### src/rtl/alu_ctrl_seq.sv
// ---------------------------------------------------------------------------
// alu_ctrl_seq
//   Registered ALU control unit. Decodes ALUop / function_code into alu_ctr
//   behind a valid/ready handshake and sequences the multi-cycle operations
//   (multiply, optional divide) with an internal down-counter.
//
//   Optional feature macro: ALU_CTRL_DIV_EN
//     defined   : funct 011010 decodes to div (1001), DIV_CYCLES latency
//     undefined : funct 011010 decodes as illegal (1111), 1-cycle latency
//
// Ports
//   clk, rst_n      : clock, synchronous active-low reset
//   in_valid/ready  : op handshake from decode (ALUop, function_code)
//   out_valid/ready : result handshake to the ALU (alu_ctr, illegal)
//   busy            : a multi-cycle op is executing
// ---------------------------------------------------------------------------
module alu_ctrl_seq #(
    parameter int FUNCT_W    = 6,
    parameter int ALUOP_W    = 3,
    parameter int CTR_W      = 4,
    parameter int MUL_CYCLES = 4,
    parameter int DIV_CYCLES = 8
) (
    input  logic               clk,
    input  logic               rst_n,
    input  logic               in_valid,
    output logic               in_ready,
    input  logic [FUNCT_W-1:0] function_code,
    input  logic [ALUOP_W-1:0] ALUop,
    output logic               out_valid,
    input  logic               out_ready,
    output logic [CTR_W-1:0]   alu_ctr,
    output logic               illegal,
    output logic               busy
);

    localparam int MAX_CYC = (MUL_CYCLES > DIV_CYCLES) ? MUL_CYCLES : DIV_CYCLES;
    localparam int CNT_W   = (MAX_CYC > 2) ? $clog2(MAX_CYC) : 1;

    localparam logic [3:0] C_AND = 4'b0000;
    localparam logic [3:0] C_OR  = 4'b0001;
    localparam logic [3:0] C_ADD = 4'b0010;
    localparam logic [3:0] C_SUB = 4'b0110;
    localparam logic [3:0] C_SLT = 4'b0111;
    localparam logic [3:0] C_MUL = 4'b1000;
`ifdef ALU_CTRL_DIV_EN
    localparam logic [3:0] C_DIV = 4'b1001;
`endif
    localparam logic [3:0] C_NOR = 4'b1100;
    localparam logic [3:0] C_ILL = 4'b1111;

    typedef enum logic [1:0] {S_IDLE, S_BUSY, S_OUT} state_t;

    typedef struct packed {
        logic [3:0]       code;
        logic             ill;
        logic             multi;
        logic [CNT_W-1:0] load;
    } dec_t;

    state_t           state;
    logic [CNT_W-1:0] cnt;
    dec_t             dec;
    logic             accept;

    // Decode is purely combinational; it is only captured on accept.
    always_comb begin
        dec.code  = C_ILL;
        dec.ill   = 1'b1;
        dec.multi = 1'b0;
        dec.load  = '0;
        // Any set bit above bit 2 leaves the op illegal.
        if ((ALUop >> 3) == '0) begin
            case (ALUop[2:0])
                3'b000: begin dec.code = C_ADD; dec.ill = 1'b0; end
                3'b001: begin dec.code = C_SUB; dec.ill = 1'b0; end
                3'b010: begin dec.code = C_AND; dec.ill = 1'b0; end
                3'b011: begin dec.code = C_OR;  dec.ill = 1'b0; end
                3'b100: begin dec.code = C_SLT; dec.ill = 1'b0; end
                3'b101: begin dec.code = C_NOR; dec.ill = 1'b0; end
                3'b111: begin
                    case (function_code)
                        FUNCT_W'(6'b100000): begin dec.code = C_ADD; dec.ill = 1'b0; end
                        FUNCT_W'(6'b100010): begin dec.code = C_SUB; dec.ill = 1'b0; end
                        FUNCT_W'(6'b100100): begin dec.code = C_AND; dec.ill = 1'b0; end
                        FUNCT_W'(6'b100101): begin dec.code = C_OR;  dec.ill = 1'b0; end
                        FUNCT_W'(6'b100111): begin dec.code = C_NOR; dec.ill = 1'b0; end
                        FUNCT_W'(6'b101010): begin dec.code = C_SLT; dec.ill = 1'b0; end
                        FUNCT_W'(6'b011000): begin
                            dec.code  = C_MUL;
                            dec.ill   = 1'b0;
                            dec.multi = 1'b1;
                            dec.load  = CNT_W'(MUL_CYCLES - 1);
                        end
`ifdef ALU_CTRL_DIV_EN
                        FUNCT_W'(6'b011010): begin
                            dec.code  = C_DIV;
                            dec.ill   = 1'b0;
                            dec.multi = 1'b1;
                            dec.load  = CNT_W'(DIV_CYCLES - 1);
                        end
`endif
                        default: ;
                    endcase
                end
                default: ; // 110 stays illegal
            endcase
        end
    end

    // in_ready is gated by rst_n so nothing is offered while reset is held.
    assign in_ready = rst_n && ((state == S_IDLE) || ((state == S_OUT) && out_ready));
    assign accept   = in_valid && in_ready;

    // cnt holds the number of BUSY cycles still to run including the current
    // one; leaving on cnt==1 gives N-1 busy cycles and the result at accept+N.
    always_ff @(posedge clk) begin
        if (!rst_n) begin
            state     <= S_IDLE;
            cnt       <= '0;
            alu_ctr   <= '0;
            illegal   <= 1'b0;
            out_valid <= 1'b0;
            busy      <= 1'b0;
        end else begin
            case (state)
                S_IDLE, S_OUT: begin
                    if (accept) begin
                        alu_ctr <= CTR_W'(dec.code);
                        illegal <= dec.ill;
                        if (dec.multi) begin
                            state     <= S_BUSY;
                            cnt       <= dec.load;
                            busy      <= 1'b1;
                            out_valid <= 1'b0;
                        end else begin
                            state     <= S_OUT;
                            busy      <= 1'b0;
                            out_valid <= 1'b1;
                        end
                    end else if (state == S_OUT && out_ready) begin
                        state     <= S_IDLE;
                        out_valid <= 1'b0;
                    end
                end
                S_BUSY: begin
                    cnt <= cnt - CNT_W'(1);
                    if (cnt == CNT_W'(1)) begin
                        state     <= S_OUT;
                        busy      <= 1'b0;
                        out_valid <= 1'b1;
                    end
                end
                default: begin
                    state     <= S_IDLE;
                    busy      <= 1'b0;
                    out_valid <= 1'b0;
                end
            endcase
        end
    end

endmodule

### config.mk
export PLATFORM = sky130hd
export DESIGN_NAME = alu_ctrl_seq
export DESIGN_NICKNAME = d
export VERILOG_FILES = /design/src/rtl/alu_ctrl_seq.sv
export SDC_FILE = /design/constraint.sdc
export NUM_CORES = 1
export LEC_CHECK = 0
export ABC_AREA = 1
export CORE_MARGIN = 5
export CORE_UTILIZATION = 45
export CTS_CLUSTER_DIAMETER = 100
export DETAILED_ROUTE_END_ITERATION = 12
export DONT_BUFFER_PORTS = 1
export PLACE_DENSITY = 0.72
export SLEW_MARGIN = 15
export SYNTH_ARGS = -nofsm -noshare
export SYNTH_HDL_FRONTEND = slang
export SYNTH_SLANG_ARGS = --single-unit
### constraint.sdc
create_clock -name clk -period 1.1 [get_ports clk]
set_clock_uncertainty 0.2 [all_clocks]
set_input_delay 0.165 -clock clk [delete_from_list [all_inputs] [get_ports clk]]
set_output_delay 0.165 -clock clk [all_outputs]
set_load 0.1 [all_outputs]
==> impl_results.md, run 1 <==
- Full die area: 2720 um^2
- Cell count after placement: 168
- Startpoint of the lowest-slack hold path: out_ready
- Final setup violation count: 19
- Vias: 857
- Top area cells in the synthesized netlist: sky130_fd_sc_hd__dfxtp_1 (28%), sky130_fd_sc_hd__nand2_1 (12%), sky130_fd_sc_hd__inv_1 (9.9%)
- Number of H-tree levels: 1
- Slew headroom: 77.0%
- Routed wirelength normalized by instance count: 11.5 um
- Proportion of total power due to net switching: 35.2%
- HPWL after detailed placement: 1640 um
- Most frequently used cell type in the post-synthesis netlist: sky130_fd_sc_hd__nand2_1
- Met3 track demand over resource: 7.74%
- First-pass GRT wire length: 3620 um
- Slack of the worst reg-to-reg path: -0.25 ns
- Sink count of the clock tree: 11
- Global routing met2 resource utilization: 29.5%
- Count of port buffers added during placement: 0
- Number of nets with antenna violations after detailed routing: 0
- Number of buffers created by CTS: 3
- Register bit count reported by yosys: 11
- Core area: 1710 um^2
- Proportion of layout cells with a drive suffix above 1: 41.3%
- Number of global-route vias before repair: 857
- Mapped Area: 798 um^2
- Least-Margin Pin Slew: 0.345 ns
- Minimum clock period: 1.47 ns
- N_diodes: 0
- Clock slew seen by the registers of the worst setup and hold paths: 0.07 ns
- Leading cell types by count after synthesis: sky130_fd_sc_hd__nand2_1 (26), sky130_fd_sc_hd__inv_1 (21), sky130_fd_sc_hd__dfxtp_1 (11), sky130_fd_sc_hd__a21oi_1 (9), sky130_fd_sc_hd__nor2_1 (9)
- Worst min-delay path class: input pin to flop
- Global Route Usage Sum: 18.2%
- Proportion of power drawn by flip-flops and latches: 40.3%
- Post-synthesis average cell area: 6.49 um^2
- First drt pass iteration count: 4
- Peak-usage layer in the global routing report: met2
- Peak clock frequency supported by timing: 681 MHz
- Number of warning messages in the yosys log: 0
- Placement Rows: 15
- CTS Root Cell: sky130_fd_sc_hd__clkbuf_4
- I/O pins: 21
- Peak supply drop: 667 uV
- Share of synthesized area occupied by flip-flops and latches: 27.6%
- Combinational power share: 32.8%
- Share of power burned in the clock network: 26.9%
- Result of the run: finished, violations left
- Nature of the critical path startpoint: flop
- Post-layout instance count excluding filler cells: 180
- Weighted congestion reported at the end of routability-driven placement: 0.831
- Required time reported for the critical path endpoint: 0.73 ns
- Fin worst setup slack: -0.368 ns
- Top-area cell type share of the netlist area: 27.6%
- Clock latency on the worst-skew pair: 0.28 ns
- Start point of the critical path: state[0]
- Crit share post-route: 133%
- Post-layout net count: 171
- Initial antenna violation count: 0
- Count of flip-flops with a built-in enable after synthesis: 0
- Effective utilization at floorplan: 46.7%
- DRC Markers: 0
- Reg-to-reg critical path startpoint: state[0]
- Area overhead of the layout relative to synthesis: 57.2%
- CTS tree: yes
- Crit-path max FO: 2
- Pwr/cell area: 847 nW/um^2
- Crit path arrival time: 1.10 ns
- Gate Count Post-Synth: 123
- Largest buffer count on any clock path: 2
- Starting DRT DRC Count: 14
- Capture endpoint of the worst hold path: state[1]
- Path depth of the worst reg2reg path: 5
- Die Width: 52.1 um
- Synthesized Nets: 138
- Critical path capture point type: output port
- # Max-Cap Violations: 0
- Number of instances on the worst hold path: 5
- Violated checks: setup timing
- Post-layout util: 73.5%
- Static Leak: 0.617 nW
- Cell variety after synth: 23
- Unrepaired setup endpoints after global routing: true
- Largest net degree at the start of global routing: 9
- Total Routed Length: 2070 um
- Cell Int Power: 0.689 mW
- Die boundary height: 52.1 um
- Ys async rst share: 0%
- Worst reg2reg path endpoint: alu_ctr[1]
- Net Sw Power: 0.374 mW
- Final hold violation count: 0
- Final max-slew violation count: 0
- Remaining global-route overflow: 0
- Via density per instance: 4.76
- Global-route met1 utilization: 21.3%
- Startpoint-to-endpoint class of the critical path: flop to output port
- Cell type with the largest total area after synthesis: sky130_fd_sc_hd__dfxtp_1
- Most used flip-flop cell after synthesis: sky130_fd_sc_hd__dfxtp_1
-- worst max-delay path: stages, from the launching register on --
cell and delay (ns):
sky130_fd_sc_hd__dfxtp_2 0.32, sky130_fd_sc_hd__buf_6 0.11, sky130_fd_sc_hd__nor3_4 0.20, sky130_fd_sc_hd__buf_12 0.20
-- metal layers --
metal | up-vias | wire length, um
li1 | 451 | -
met1 | 378 | 907
met2 | 23 | 980
met3 | 5 | 158
met4 | 0 | 20
met5 | - | 0
-- placed cells by master (no fill, tap or decap), types with 3 or more instances in the layout --
cell type                        n
sky130_fd_sc_hd__clkbuf_4        3
sky130_fd_sc_hd__inv_1          19
sky130_fd_sc_hd__a21oi_2         4
sky130_fd_sc_hd__buf_4          14
sky130_fd_sc_hd__inv_2           6
sky130_fd_sc_hd__nand2_1        25
sky130_fd_sc_hd__buf_12          8
sky130_fd_sc_hd__a21oi_1         6
sky130_fd_sc_hd__nand3_1         7
sky130_fd_sc_hd__o21ai_1         5
sky130_fd_sc_hd__nor2_1          8
sky130_fd_sc_hd__nor2_4          4
sky130_fd_sc_hd__o21ai_0         3
sky130_fd_sc_hd__dfxtp_1         3
sky130_fd_sc_hd__dlygate4sd3_1   6
sky130_fd_sc_hd__dfxtp_2         7
sky130_fd_sc_hd__nand3_2         5
-- logic make-up (layout without fill, tap and decap cells) --
family                     Yosys count  in the layout  share of synthesized area [%]
and+or+nand+nor                     61             61                           40.9
adders and majority gates            2              2                           3.13
AOI/OAI and AO/OA                   22             22                           15.2
buffers and inverters               27             59                           13.2
DFF                                 11             11                           27.6
-- power groups by stage --
stage,Sequential (mW),Clock [mW],Combinational [mW]
finish,0.428,0.286,0.349
detailed placement,0.439,0,0.311
global route,0.430,0.322,0.369
floorplan,0.532,0,0.123
CTS,0.428,0.295,0.346
global placement,0.439,0,0.307
-- area by class of cell --
cell class / count / area, um^2
Multi-Input combinational cell: 85 / 528
Fill cell: 128 / 453
Timing Repair Buffer: 29 / 337
Sequential cell: 11 / 233
Inverter: 26 / 100
Tap cell: 25 / 31.3
Clock buffer: 4 / 26.3
-- repair_timing --
item                       4_1_cts  5_1_grt
hold buffers                     5        1
buffers inserted                 2        0
pin swaps                        2        0
setup endpoints to repair       19       19
gates resized for setup          9        1
hold endpoints to repair        11        1
-- worst max-delay path by stage --
stage                      end  slack [ns]  cells after the start
floorplan             in_ready       -0.66                      3
global placement      state[1]       -0.16                      7
detailed placement  alu_ctr[3]       -0.19                      6
CTS                   in_ready       -0.38                      3
global route          in_ready       -0.43                      3
finish                in_ready       -0.37                      3
-- state kept, by name, summed over array words and instances, names as in the netlist --
signal	cells
busy	1
illegal	1
alu_ctr	4
state	2
cnt	3
-- through the flow --
| step | worst slack [ns] | hold slack [ns] | TNS (ns) | power, mW | cell area, um^2 |
|---|---|---|---|---|---|
| after floorplan | -0.661 | 0.106 | -2.97 | 0.655 | 855 |
| after global placement | -0.157 | 0.0819 | -1.30 | 0.745 | 1120 |
| after detailed placement | -0.186 | 0.0850 | -1.76 | 0.750 | 1120 |
| after CTS | -0.379 | -0.0885 | -3.32 | 1.07 | 1240 |
| after global routing | -0.425 | 0.000828 | -4.65 | 1.12 | 1250 |
| final | -0.368 | 0.00281 | -3.33 | 1.06 | 1250 |
(Power assumes the default switching activity.)
==> run 2, diff against run 1 <==
- CTS_CLUSTER_SIZE: not set -> 12
==> results of run 2 <==
No change in the layout: final DEF, timing and power equal those of run 1.
